**src/rtl/branch_pkg.sv**
```systemverilog
// Shared types and helpers for branch resolution: queue entry layout and mispredict compare.
// Pure declarations; no latency or backpressure of its own.
package branch_pkg;

    localparam int XLEN_DEFAULT = 32;
    localparam int INSN_BYTES   = 4;

    typedef struct packed {
        logic [XLEN_DEFAULT-1:0] pc;
        logic                    pred_taken;
        logic [XLEN_DEFAULT-1:0] pred_target;
    } bq_entry_t;

    // A correct direction with a wrong taken target is still a mispredict.
    function automatic logic is_mispredict(input bq_entry_t entry,
                                           input logic taken,
                                           input logic [XLEN_DEFAULT-1:0] target);
        return (taken != entry.pred_taken) ||
               (taken && entry.pred_taken && (target != entry.pred_target));
    endfunction

endpackage

```
**src/rtl/bq_fifo.sv**
```systemverilog
// Circular buffer of in-flight branches with push/pop/clear; head visible combinationally.
// Latency 1 cycle push-to-head; pushes while full are dropped, clear wins over push.
module bq_fifo #(
    parameter int W     = 8,
    parameter int DEPTH = 4
) (
    input  logic         clk,
    input  logic         rst_n,
    input  logic         push,
    input  logic         pop,
    input  logic         clear,
    input  logic [W-1:0] din,
    output logic [W-1:0] dout,
    output logic         full,
    output logic         empty
);

    localparam int PW = $clog2(DEPTH);
    localparam int CW = $clog2(DEPTH + 1);

    logic [W-1:0]  mem [DEPTH];
    logic [PW-1:0] rptr;
    logic [PW-1:0] wptr;
    logic [CW-1:0] count;
    logic          push_ok;
    logic          pop_ok;

    assign full    = (count == CW'(DEPTH));
    assign empty   = (count == '0);
    assign push_ok = push && !full && !clear;
    assign pop_ok  = pop && !empty;
    assign dout    = mem[rptr];

    always_ff @(posedge clk) begin
        if (!rst_n) begin
            rptr  <= '0;
            wptr  <= '0;
            count <= '0;
        end else if (clear) begin
            count <= '0;
            rptr  <= wptr;
        end else begin
            if (push_ok) wptr <= wptr + PW'(1);
            if (pop_ok)  rptr <= rptr + PW'(1);
            count <= count + CW'(push_ok) - CW'(pop_ok);
        end
    end

    always_ff @(posedge clk) begin
        if (push_ok) mem[wptr] <= din;
    end

endmodule

```
**src/rtl/branch_resolve_unit.sv**
```systemverilog
// Resolves queued branch predictions against EX, drives predictor update, flush and redirect.
// Outputs registered (resolve in N -> pulses in N+1); bq_full stalls decode. Option: BR_PERF_CNT_EN.
module branch_resolve_unit
    import branch_pkg::*;
#(
    parameter int XLEN  = XLEN_DEFAULT,
    parameter int DEPTH = 4
) (
    input  logic            clk,
    input  logic            rst_n,
    input  logic            bq_push,
    input  logic [XLEN-1:0] bq_pc,
    input  logic            bq_pred_taken,
    input  logic [XLEN-1:0] bq_pred_target,
    output logic            bq_full,
    output logic            bq_empty,
    input  logic            ex_valid,
    input  logic            ex_taken,
    input  logic [XLEN-1:0] ex_target,
    output logic            branch_ins,
    output logic            predict_failed,
    output logic            flush,
    output logic [XLEN-1:0] redirect_pc,
    output logic            resolve_err
`ifdef BR_PERF_CNT_EN
    ,
    output logic [31:0]     perf_br_total,
    output logic [31:0]     perf_br_miss
`endif
);

    bq_entry_t       push_entry;
    bq_entry_t       head;
    logic            resolve;
    logic            mispred;
    logic [XLEN-1:0] correct_pc;

    assign push_entry.pc          = bq_pc;
    assign push_entry.pred_taken  = bq_pred_taken;
    assign push_entry.pred_target = bq_pred_target;

    assign resolve    = ex_valid && !bq_empty;
    assign mispred    = resolve && is_mispredict(head, ex_taken, ex_target);
    assign correct_pc = ex_taken ? ex_target : head.pc + XLEN'(INSN_BYTES);

    // A mispredict clears the queue, which also discards any same-cycle wrong-path push.
    bq_fifo #(
        .W     ($bits(bq_entry_t)),
        .DEPTH (DEPTH)
    ) u_bq_fifo (
        .clk   (clk),
        .rst_n (rst_n),
        .push  (bq_push),
        .pop   (resolve),
        .clear (mispred),
        .din   (push_entry),
        .dout  (head),
        .full  (bq_full),
        .empty (bq_empty)
    );

    always_ff @(posedge clk) begin
        if (!rst_n) begin
            branch_ins     <= 1'b0;
            predict_failed <= 1'b0;
            flush          <= 1'b0;
            redirect_pc    <= '0;
            resolve_err    <= 1'b0;
        end else begin
            branch_ins     <= resolve;
            predict_failed <= mispred;
            flush          <= mispred;
            redirect_pc    <= mispred ? correct_pc : '0;
            if (ex_valid && bq_empty) resolve_err <= 1'b1;
        end
    end

`ifdef BR_PERF_CNT_EN
    always_ff @(posedge clk) begin
        if (!rst_n) begin
            perf_br_total <= '0;
            perf_br_miss  <= '0;
        end else begin
            if (branch_ins && (perf_br_total != '1))    perf_br_total <= perf_br_total + 32'd1;
            if (predict_failed && (perf_br_miss != '1)) perf_br_miss  <= perf_br_miss + 32'd1;
        end
    end
`endif

endmodule

```
**config.mk**
```make
export PLATFORM = sky130hd
export DESIGN_NAME = branch_resolve_unit
export DESIGN_NICKNAME = d
export VERILOG_FILES = /design/src/rtl/branch_pkg.sv /design/src/rtl/bq_fifo.sv /design/src/rtl/branch_resolve_unit.sv
export SDC_FILE = /design/constraint.sdc
export NUM_CORES = 1
export LEC_CHECK = 0
export BUFFER_PORTS_ARGS = -buffer_cell sky130_fd_sc_hd__buf_2
export CORE_ASPECT_RATIO = 1.1
export CORE_MARGIN = 5
export CORE_UTILIZATION = 44
export CTS_CLUSTER_DIAMETER = 80
export DETAILED_ROUTE_END_ITERATION = 6
export HOLD_SLACK_MARGIN = 0.1
export PLACE_DENSITY_LB_ADDON = 0.05
export SETUP_SLACK_MARGIN = 0.02
export SYNTH_ARGS = -nofsm -noshare
export SYNTH_HDL_FRONTEND = slang
export SYNTH_HIERARCHICAL = 1
export SYNTH_SLANG_ARGS = --single-unit
```
**constraint.sdc**
```tcl
create_clock -name clk -period 4.4 [get_ports clk]
set_input_delay 0.88 -clock clk [delete_from_list [all_inputs] [get_ports clk]]
set_output_delay 0.88 -clock clk [all_outputs]
set_load 0.02 [all_outputs]
```
==> out/qor.yml <==
sta:
  fin_crit_sh_pct: 91.6
  whs_ns: 0.506
  period_minus_slack_ns: 4.03
  setup_tns_ns: 0
  fin_skew_ns: 0.0194
  fmax_mhz: 248
  worst_pin_slew_ns: 0.891
  layout_setup_ws_ns: 0.369
  rsz0062_at_grt: "no"
  relSlewSlack_pct: 40.5
  hold_viol: 0
  setup_violations: 0
  slew_viol_final: 0
drt:
  drtIter0Drc: 539
  wl_per_cell_um: 24.0
  first_pass_iters: 4
  routed_via_density: 5.54
  vias: 6847
  drc: 0
  finalWirelength_mm: 29.6
  antenna_left: 0
worst_setup_path:
  crit_path_end_kind: "register"
  path_cells: "buf_6 -> mux4_2 -> xor2_1 -> nor4_2 -> buf_4 -> nand4_1 -> o21ai_2 -> a21boi_1 -> nand2b_1 -> nor2_1 -> inv_1 -> ha_1 -> inv_1 -> ha_1 -> fa_1 -> xnor2_1 -> xnor2_1 -> nor3_1"
  cp_slowest_stage_delay_ns: 0.53
  critPathLaunchType: "register"
  cp_num_buf_inv: 4
  required_ns: 4.84
  worstPathArrival_ns: 4.47
  path_max_fanout: 9
  ff2ff_setup_slack_ns: 0.37
  critical_path.top_delay_family: "adder cells"
  cp_slowest_cell: "mux4_2"
  critPathKind: "register to register"
pwr:
  vdd_drop_max_uv: 313
  powerDensity_nw_per_um2: 605
  p_leak_nw: 5.03
cells_and_area:
  nets: 958
  final_util_pct: 52.8
  synthToLayoutAreaGrowth_pct: 18.6
  multi_input_area_sq_um: 3390
  fillCellCount: 2308
  drive_gt1_share_pct: 35.4
  regArea_sq_um: 8690
place:
  place.gp.congestion: 0.816
  io_buffers: 139
  place.detailed.hpwl_mm: 20.5
  pre_cts_ws_ns: 0.0893
synthesis:
  syn_nets: 794
  yosys_warnings: 6
  async_reset_ff_share_pct: 0
  synthCells: 683
  syn_area_sq_um: 12300
  synthFlopType: "edfxtp_1"
  syn_area_per_cell_sq_um: 18.1
  ys_ff_latch: 304
  yosysSeqAreaShare_pct: 70.4
  netlist-cell-type-count: 48
  synth_edf_count: 260
clock_network:
  numCtsBuffers: 31
  htreeDepth: 1
  clockRootBuffer: "clkbuf_16"
  cts_tree: "built"
  clock_latency_ns: 0.56
  cts_sinks: 304
  clk_pin_slew_worst_paths_ns: 0.07
  clk_path_buf_depth: 3
grt:
  overflow: 0
  grt_max_degree: 34
  grt_use_total_pct: 18.7
  grt_antenna_before_repair: 4
  grt_pass1_wl_mm: 44.4
  grt_pass1_vias: 7187
floorplanning:
  initial_utilization_pct: 44.5
  rows: 64
  core_sq_um: 27700
  die_y_um: 186
  die_w_um: 170
  dieArea_sq_um: 31500
  pin_count: 140
flow_run:
  maxCapViolCount: 0
outcome:
  status: "completed"
min_path:
  holdCritPathClass: "register to register"
==> synthesized netlist by cell type, types with 3 or more instances <==
cell | number | area share, %
nor3_1 | 13 | 0.53
o21ai_1 | 8 | 0.32
xor2_1 | 42 | 3.0
and4_1 | 4 | 0.28
buf_6 | 8 | 0.73
inv_1 | 15 | 0.46
o21a_1 | 4 | 0.24
dfxtp_1 | 44 | 7.1
nand2_1 | 35 | 1.1
xnor2_1 | 6 | 0.43
a21oi_1 | 10 | 0.41
nand3_1 | 11 | 0.45
a211oi_1 | 15 | 0.91
clkbuf_1 | 14 | 0.43
nor2_1 | 11 | 0.33
a221oi_1 | 10 | 0.71
buf_2 | 6 | 0.24
nor4_1 | 14 | 0.71
ha_1 | 8 | 0.81
buf_4 | 3 | 0.18
mux2i_1 | 12 | 0.97
a221oi_2 | 7 | 0.85
o21ai_0 | 9 | 0.37
nor2b_1 | 4 | 0.20
a31oi_1 | 4 | 0.20
o31a_1 | 5 | 0.35
and3_2 | 4 | 0.24
edfxtp_1 | 260 | 63
mux4_2 | 65 | 12
nand4_1 | 6 | 0.30
nor4_2 | 3 | 0.30
and3_1 | 3 | 0.15
==> tightest hold or removal path, cell delays in order, from the launching register on <==
cell and delay, ns:
dfxtp_1 0.33, a21oi_1 0.04, nor2b_1 0.10
==> power breakdown <==
| group | leakage (nW) | total (mW) | internal (mW) | switching [mW] |
|---|---|---|---|---|
| sequential | 2.74 | 3.64 | 3.52 | 0.123 |
| clock | 0.469 | 2.54 | 1.44 | 1.10 |
| combinational | 1.82 | 2.67 | 1.09 | 1.58 |
| total | 5.03 | 8.85 | 6.05 | 2.80 |
==> per-layer routing <==
metal	vias up	global-route usage, %	part of all wire [%]
li1	3086	-	-
met1	3487	26.0	43
met2	225	30.2	49
met3	43	4.48	6.7
met4	6	4.09	1.7
met5	-	0	0.078
==> timing repair <==
item / 4_1_cts / 5_1_grt
resized for setup: 0 / 7
endpoints found under the setup margin: 0 / 2
buffers inserted: 0 / 0
hold buffers: 0 / 0
==> cell usage in the layout (no fill, tap or decap), drive strengths merged, types with 13 or more instances in the layout <==
| cell type | count |
|---|---|
| nor4 | 18 |
| a221oi | 17 |
| xor2 | 42 |
| nand2 | 35 |
| edfxtp | 260 |
| buf | 164 |
| a211oi | 15 |
| inv | 16 |
| o21ai | 19 |
| nor3 | 13 |
| dfxtp | 44 |
| mux4 | 65 |
| clkbuf | 44 |
==> metrics by stage <==
| stage | total power, mW | instances | cell area (sq um) |
|---|---|---|---|
| 3_5_place_dp | 6.37 | 1177 | 13600 |
| 3_3_place_gp | 6.34 | 1177 | 13600 |
| 2_1_floorplan | 5.54 | 683 | 12300 |
| 4_1_cts | 8.92 | 1234 | 14600 |
| 6_report | 8.85 | 1235 | 14600 |
| 5_1_grt | 9.29 | 1235 | 14600 |
==> final cells by class <==
cell class                 count  share of cell area [%]
inverter                      18                   0.547
multi-input combinational    328                    23.2
sequential                   304                    59.4
clock inverter                13                   0.667
antenna                        1                  0.0171
clock buffer                  44                    6.20
tap                          363                    3.10
timing repair buffer         164                    6.86
==> sequential cells by signal, summed over array words and instances, names as in the netlist, named ones only <==
signal           cells
u_bq_fifo/mem      260
redirect_pc         32
u_bq_fifo/count      3
u_bq_fifo/rptr       2
u_bq_fifo/wptr       2
branch_ins           1
flush                1
resolve_err          1
==> logic make-up after synthesis <==
family,count (synthesis),synth area share (%)
DFF,304,70.4
and+or+nand+nor,116,5.27
AOI/OAI and AO/OA,78,4.77
muxes,77,12.8
buffers and inverters,51,2.30
xor gates and xnor gates,48,3.41
adders and majority gates,9,0.974
==> path summary, 6_finish.rpt <==
path                    start            endpoint  cells past startpoint
setup / recovery     register  u_bq_fifo/count[2]                     18
hold reg to reg   resolve_err         resolve_err                      2
hold / removal    resolve_err         resolve_err                      2
setup reg to reg     register  u_bq_fifo/count[2]                     18
No activity file was read; power rests on OpenSTA's default activity.
